$ cat src/rtl/ndata_axi_typed_packer.sv
// Packs an ndata stream of typed elements (8/16/32/64 bit) into a
// 64*NUM_ELEMENTS-bit AXI4-Stream, one output beat per 64/w input beats.
module ndata_axi_typed_packer #(
   parameter  int NUM_ELEMENTS   = 8,
   parameter  int MIN_TYPE_WIDTH = 8,
   localparam int AXI_WIDTH      = 64 * NUM_ELEMENTS,
   localparam int KEEP_WIDTH     = AXI_WIDTH / 8
) (
   input  logic                         clk,
   input  logic                         rst,
   input  logic [7:0]                   actual_type_data,
   input  logic                         actual_type_valid,
   output logic                         actual_type_ready,
   input  logic [NUM_ELEMENTS-1:0][63:0] in_data,
   input  logic [NUM_ELEMENTS-1:0]      in_keep,
   input  logic                         in_last,
   input  logic                         in_valid,
   output logic                         in_ready,
   output logic [AXI_WIDTH-1:0]         out_tdata,
   output logic [KEEP_WIDTH-1:0]        out_tkeep,
   output logic                         out_tlast,
   output logic                         out_tvalid,
   input  logic                         out_tready,
   output logic                         type_error
);

   localparam logic [7:0] MIN_W = 8'(MIN_TYPE_WIDTH);

   logic [2:0]            slot_q, slot_d;
   logic [AXI_WIDTH-1:0]  fill_data_q, fill_data_d;
   logic [KEEP_WIDTH-1:0] fill_keep_q, fill_keep_d;
   logic [AXI_WIDTH-1:0]  out_tdata_q, out_tdata_d;
   logic [KEEP_WIDTH-1:0] out_tkeep_q, out_tkeep_d;
   logic                  out_tlast_q, out_tlast_d;
   logic                  out_tvalid_q, out_tvalid_d;
   logic                  type_error_q, type_error_d;

   logic                  type_bad;
   logic                  w8, w16, w32, w64;
   logic                  slot_last, completes, out_free, accept;
   logic [AXI_WIDTH-1:0]  beat_data;
   logic [KEEP_WIDTH-1:0] beat_keep;

   // Unsupported widths fall back to 64-bit packing so data keeps moving.
   always_comb begin
      type_bad = !(actual_type_data inside {8'd8, 8'd16, 8'd32, 8'd64})
                 || (actual_type_data < MIN_W);
      w8  = !type_bad && (actual_type_data == 8'd8);
      w16 = !type_bad && (actual_type_data == 8'd16);
      w32 = !type_bad && (actual_type_data == 8'd32);
      w64 = !(w8 || w16 || w32);
   end

   always_comb begin
      slot_last = 1'b1;
      unique case (1'b1)
         w8:      slot_last = (slot_q == 3'd7);
         w16:     slot_last = (slot_q == 3'd3);
         w32:     slot_last = (slot_q == 3'd1);
         w64:     slot_last = 1'b1;
         default: slot_last = 1'b1;
      endcase
   end

   assign completes         = slot_last || in_last;
   assign out_free          = !out_tvalid_q || out_tready;
   assign in_ready          = actual_type_valid && (!completes || out_free);
   assign accept            = in_valid && in_ready;
   assign actual_type_ready = accept && in_last;

   always_comb begin
      beat_data = '0;
      beat_keep = '0;
      unique case (1'b1)
         w8: begin
            for (int s = 0; s < 8; s++) begin
               for (int i = 0; i < NUM_ELEMENTS; i++) begin
                  if (slot_q == 3'(s)) begin
                     beat_data[(s*NUM_ELEMENTS+i)*8 +: 8] = in_data[i][7:0];
                     beat_keep[s*NUM_ELEMENTS+i] = in_keep[i];
                  end
               end
            end
         end
         w16: begin
            for (int s = 0; s < 4; s++) begin
               for (int i = 0; i < NUM_ELEMENTS; i++) begin
                  if (slot_q == 3'(s)) begin
                     beat_data[(s*NUM_ELEMENTS+i)*16 +: 16] = in_data[i][15:0];
                     beat_keep[(s*NUM_ELEMENTS+i)*2 +: 2] = {2{in_keep[i]}};
                  end
               end
            end
         end
         w32: begin
            for (int s = 0; s < 2; s++) begin
               for (int i = 0; i < NUM_ELEMENTS; i++) begin
                  if (slot_q == 3'(s)) begin
                     beat_data[(s*NUM_ELEMENTS+i)*32 +: 32] = in_data[i][31:0];
                     beat_keep[(s*NUM_ELEMENTS+i)*4 +: 4] = {4{in_keep[i]}};
                  end
               end
            end
         end
         w64: begin
            for (int i = 0; i < NUM_ELEMENTS; i++) begin
               beat_data[i*64 +: 64] = in_data[i];
               beat_keep[i*8 +: 8]   = {8{in_keep[i]}};
            end
         end
         default: ;
      endcase
   end

   always_comb begin
      slot_d       = slot_q;
      fill_data_d  = fill_data_q;
      fill_keep_d  = fill_keep_q;
      out_tdata_d  = out_tdata_q;
      out_tkeep_d  = out_tkeep_q;
      out_tlast_d  = out_tlast_q;
      out_tvalid_d = out_tvalid_q;
      type_error_d = type_error_q || (actual_type_valid && type_bad);
      if (out_tready) begin
         out_tvalid_d = 1'b0;
      end
      if (accept) begin
         if (completes) begin
            out_tdata_d  = fill_data_q | beat_data;
            out_tkeep_d  = fill_keep_q | beat_keep;
            out_tlast_d  = in_last;
            out_tvalid_d = 1'b1;
            fill_data_d  = '0;
            fill_keep_d  = '0;
            slot_d       = 3'd0;
         end else begin
            fill_data_d  = fill_data_q | beat_data;
            fill_keep_d  = fill_keep_q | beat_keep;
            slot_d       = slot_q + 3'd1;
         end
      end
   end

   always_ff @(posedge clk) begin
      if (rst) begin
         slot_q       <= '0;
         fill_data_q  <= '0;
         fill_keep_q  <= '0;
         out_tdata_q  <= '0;
         out_tkeep_q  <= '0;
         out_tlast_q  <= 1'b0;
         out_tvalid_q <= 1'b0;
         type_error_q <= 1'b0;
      end else begin
         slot_q       <= slot_d;
         fill_data_q  <= fill_data_d;
         fill_keep_q  <= fill_keep_d;
         out_tdata_q  <= out_tdata_d;
         out_tkeep_q  <= out_tkeep_d;
         out_tlast_q  <= out_tlast_d;
         out_tvalid_q <= out_tvalid_d;
         type_error_q <= type_error_d;
      end
   end

   assign out_tdata  = out_tdata_q;
   assign out_tkeep  = out_tkeep_q;
   assign out_tlast  = out_tlast_q;
   assign out_tvalid = out_tvalid_q;
   assign type_error = type_error_q;

endmodule

$ cat config.mk
export PLATFORM = sky130hd
export DESIGN_NAME = ndata_axi_typed_packer
export DESIGN_NICKNAME = d
export VERILOG_FILES = /design/src/rtl/ndata_axi_typed_packer.sv
export SDC_FILE = /design/constraint.sdc
export NUM_CORES = 2
export LEC_CHECK = 0
export ABC_CLOCK_PERIOD_IN_PS = 6050
export CORE_AREA = 2 2 433 435
export DETAILED_ROUTE_END_ITERATION = 8
export DIE_AREA = 0 0 435 437
export SYNTH_ARGS = -nofsm -noshare
export SYNTH_HDL_FRONTEND = slang
export SYNTH_SLANG_ARGS = --single-unit
$ cat constraint.sdc
create_clock -name clk -period 6.05 [get_ports clk]
set_input_delay 0.605 -clock clk [delete_from_list [all_inputs] [get_ports clk]]
set_output_delay 0.605 -clock clk [all_outputs]
set_load 0.01 [all_outputs]
==> results.tsv <==
stage	metric	value	unit
run	max capacitance violation total	0	
cts	total clock buffers created by CTS	142	
critical_path	biggest fanout along the worst timing path	16	
route	via count	58347	
route	routed wire length	376000	um
timing	period utilisation layout	74.8	%
timing	Worst Skew	0.0345	ns
route	drc violations	1	
cts	total setup buffers inserted after CTS	0	
logic_synthesis	net count of the mapped netlist	6371	
critical_path	critical path start-end classification	flip-flop to output pin	
floorplanning	Horiz. Die Dim	435	um
logic_synthesis	area share of the leading cell type in the synthesized netlist	45.6	%
layout	share of post-route cells with drive strength above 1	9.32	%
place	weighted congestion at the end of routability-driven global placement	0.963	
timing	Relative slew margins	7.24	%
timing	number of pins exceeding their max-slew limit in the final report	0	
floorplanning	die area	0.190	sq mm
cts	clock tree from TritonCTS	yes	
cts	H-tree Lvls	4	
logic_synthesis	most common cell in the synthesized netlist	sky130_fd_sc_hd__nor2_1	
floorplanning	Placement Rows	158	
logic_synthesis	EDFF count, synth	0	
critical_path	number of cells on the worst reg-to-reg path	8	
cts	deepest clock path buffer count	3	
cts	clock latency at the later pin of the worst-skew pair	0.84	ns
pwr	worst supply voltage drop on vdd	0.266	mV
cts	CTS root buffer	sky130_fd_sc_hd__clkbuf_16	
layout	multi-input logic area	0.0249	sq mm
critical_path	cell chain of the critical path	inv_1 -> ha_1 -> o22ai_1 -> a2bb2oi_2 -> nor2_1 -> o21a_1 -> clkdlybuf4s50_1	
layout	number of nets in the layout	7161	
timing	Hold Vio Cnt, Final	0	
critical_path	Data required, critical path	5.44	ns
timing	Highest Clock Rate	221	MHz
pwr	Leakage	0.0240	uW
logic_synthesis	Unique masters post-synth	74	
logic_synthesis	leading post-synthesis cells by cell area	sky130_fd_sc_hd__dfxtp_1 46%, sky130_fd_sc_hd__nor2_1 9.1%, sky130_fd_sc_hd__a211oi_1 8.6%	
global_routing	largest net degree at the start of global routing	208	
logic_synthesis	fraction of registers with async set/reset	0	%
pwr	pwr/cell area	305	mW/mm^2
logic_synthesis	average cell area after synthesis	8.71	sq um
floorplanning	I/O pin cnt	1115	
timing	pin slew with the least headroom to its limit	1.39	ns
critical_path	CP startpoint kind	flip-flop	
global_routing	antenna violations before repair	111	
logic_synthesis	most common flop cell mapped by yosys	sky130_fd_sc_hd__dfxtp_1	
route	post-detailed-route wirelength per cell	40.4	um
place	quantity of I/O buffers inserted on ports	1114	
logic_synthesis	Post-Syn Instances	5831	
worst_hold_path	instance count along the most critical hold path	2	
route	count of routing violations after the opening detailed-route iteration	8595	
worst_hold_path	hold crit path type	primary input to flip-flop	
critical_path	logic depth of the worst setup path including buffers	7	
global_routing	GR Overflow Total	0	
cts	hold-fix buffers at CTS	0	
outcome	run status	complete, but fails checks	
logic_synthesis	cell types with the highest counts after synthesis	1235 x sky130_fd_sc_hd__nor2_1, 1158 x sky130_fd_sc_hd__dfxtp_1, 584 x sky130_fd_sc_hd__a211oi_1	
timing	final-report setup violation count	0	
route	Initial DRT Pass Iterations	9	
global_routing	total global routing track utilization	37.6	%
floorplanning	placeable core area	0.185	sq mm
floorplanning	Initial Util	27.4	%
critical_path	Worst Path Buf+Inv	2	
logic_synthesis	post-synth design cell area	0.0508	sq mm
timing	unrepaired setup endpoints after global routing	false	
critical_path	cell with the largest stage delay on the worst path	sky130_fd_sc_hd__dfxtp_1	
timing	time the worst path needs with I/O delays and setup	4.53	ns
route	antenna-violating nets left	0	
logic_synthesis	part of the Yosys area used for sequential elements	45.6	%
cts	CTS sink count	1158	
critical_path	sort of element at the end of the critical path	output pin	
outcome	failing checks	design-rule violations	
place	Post-DP HPWL	256000	um
critical_path	top cell family by delay on the critical path	flip-flops	
logic_synthesis	post-synth top area cell	sky130_fd_sc_hd__dfxtp_1	
critical_path	CP peak stage delay	0.94	ns
logic_synthesis	number of warnings reported in the yosys synthesis log	0	
critical_path	Reg2Reg Setup Slack	1.78	ns
layout	sequential standard cell area	0.0232	sq mm
cts	Resized cells post-CTS	0	
cts	clock slew at reported path FFs	0.06	ns
logic_synthesis	register bit count reported by yosys	1158	
global_routing	number of global-route vias before repair	53265	
global_routing	global-route wire length before repair	490000	um
route	number of vias per cell after detailed routing	6.28	
layout	fill cell instance count of the final layout	18903	
timing	Total Negative Setup Slacks	0	ns
critical_path	Crit path arrival time	3.92	ns
floorplanning	Die Ht	437	um
layout	Post-Route Utilization	37.3	%
layout	Layout area overhead	36.1	%
==> layout make-up <==
| cell class | instances | area share (%) |
|---|---|---|
| antenna | 84 | 0.304 |
| clock buffer | 206 | 6.10 |
| clock inverter | 47 | 1.05 |
| inverter | 23 | 0.125 |
| multi-input combinational | 3993 | 36.0 |
| sequential | 1158 | 33.5 |
| tap | 2480 | 4.49 |
| timing repair buffer | 1303 | 18.4 |
==> cells in the final DEF, fill, tap and decap left out, drive strengths merged, types with 35 or more instances in the layout <==
master,n
clkbuf,206
a221o,318
diode,84
a22oi,153
o21ai,292
clkdlybuf4s50,1056
inv,35
nor2,1238
dfxtp,1158
nor3,385
a221oi,230
a21oi,221
a211oi,592
a22o,116
nand2,133
and2,35
buf,247
==> layer usage <==
| layer | wire [um] | vias up | GRT usage, % |
|---|---|---|---|
| met2 | 160000 | 4582 | 55.6 |
| li1 | - | 23717 | - |
| met1 | 136000 | 28778 | 43.8 |
| met5 | 311 | - | 0.857 |
| met3 | 42000 | 1256 | 12.1 |
| met4 | 37400 | 14 | 32.0 |
==> flip-flops by register name (all words and copies together), names as in the netlist <==
register	cells
type_error	1
slot_q	3
out_tdata	512
out_tkeep	64
out_tvalid	1
out_tlast	1
fill_data_q	512
fill_keep_q	64
==> worst paths after layout <==
check | start | endpoint
worst max-delay path | slot_q[2]$_SDFFE_PP0P_ | in_ready
worst min-delay path | rst | out_tvalid$_SDFF_PP0_
worst max register to register | slot_q[2]$_SDFFE_PP0P_ | fill_data_q[64]$_SDFFE_PP0P_
worst min register to register | fill_data_q[445]$_SDFFE_PP0P_ | fill_data_q[445]$_SDFFE_PP0P_
==> through the flow <==
stage                     setup slack (ns)  hold WS, ns  instance area, sq um  cells  power [uW]
final                                 1.52        0.167                 69100   9294       21100
after global routing                  1.44        0.135                 69000   9256       21500
after CTS                             1.54        0.104                 68900   9210       21000
after detailed placement              1.19        0.443                 64000   8957       11900
after global placement                1.14        0.433                 64000   8957       11900
after floorplan                       3.39        0.426                 50800   5831        9770
==> logic make-up after synthesis <==
kind of cell             count (synthesis)  synth area share [%]
adder cells (fa/ha/maj)                  6                 0.148
buffers and inverters                  680                  5.88
multiplexers                             2                0.0419
AND/OR/NAND/NOR                       1858                  16.3
AO/OA/AOI/OAI                         2126                  31.9
flip-flops                            1158                  45.6
XOR/XNOR                                 1                0.0172
==> report_power, final <==
part / switching [uW] / total [uW] / leakage, uW / internal, uW
sequential: 243 / 8280 / 0.00948 / 8040
clock: 3810 / 9170 / 0.00243 / 5360
combinational: 2300 / 3610 / 0.0121 / 1310
total: 6360 / 21100 / 0.0240 / 14700
No activity file was read; power rests on OpenSTA's default activity.
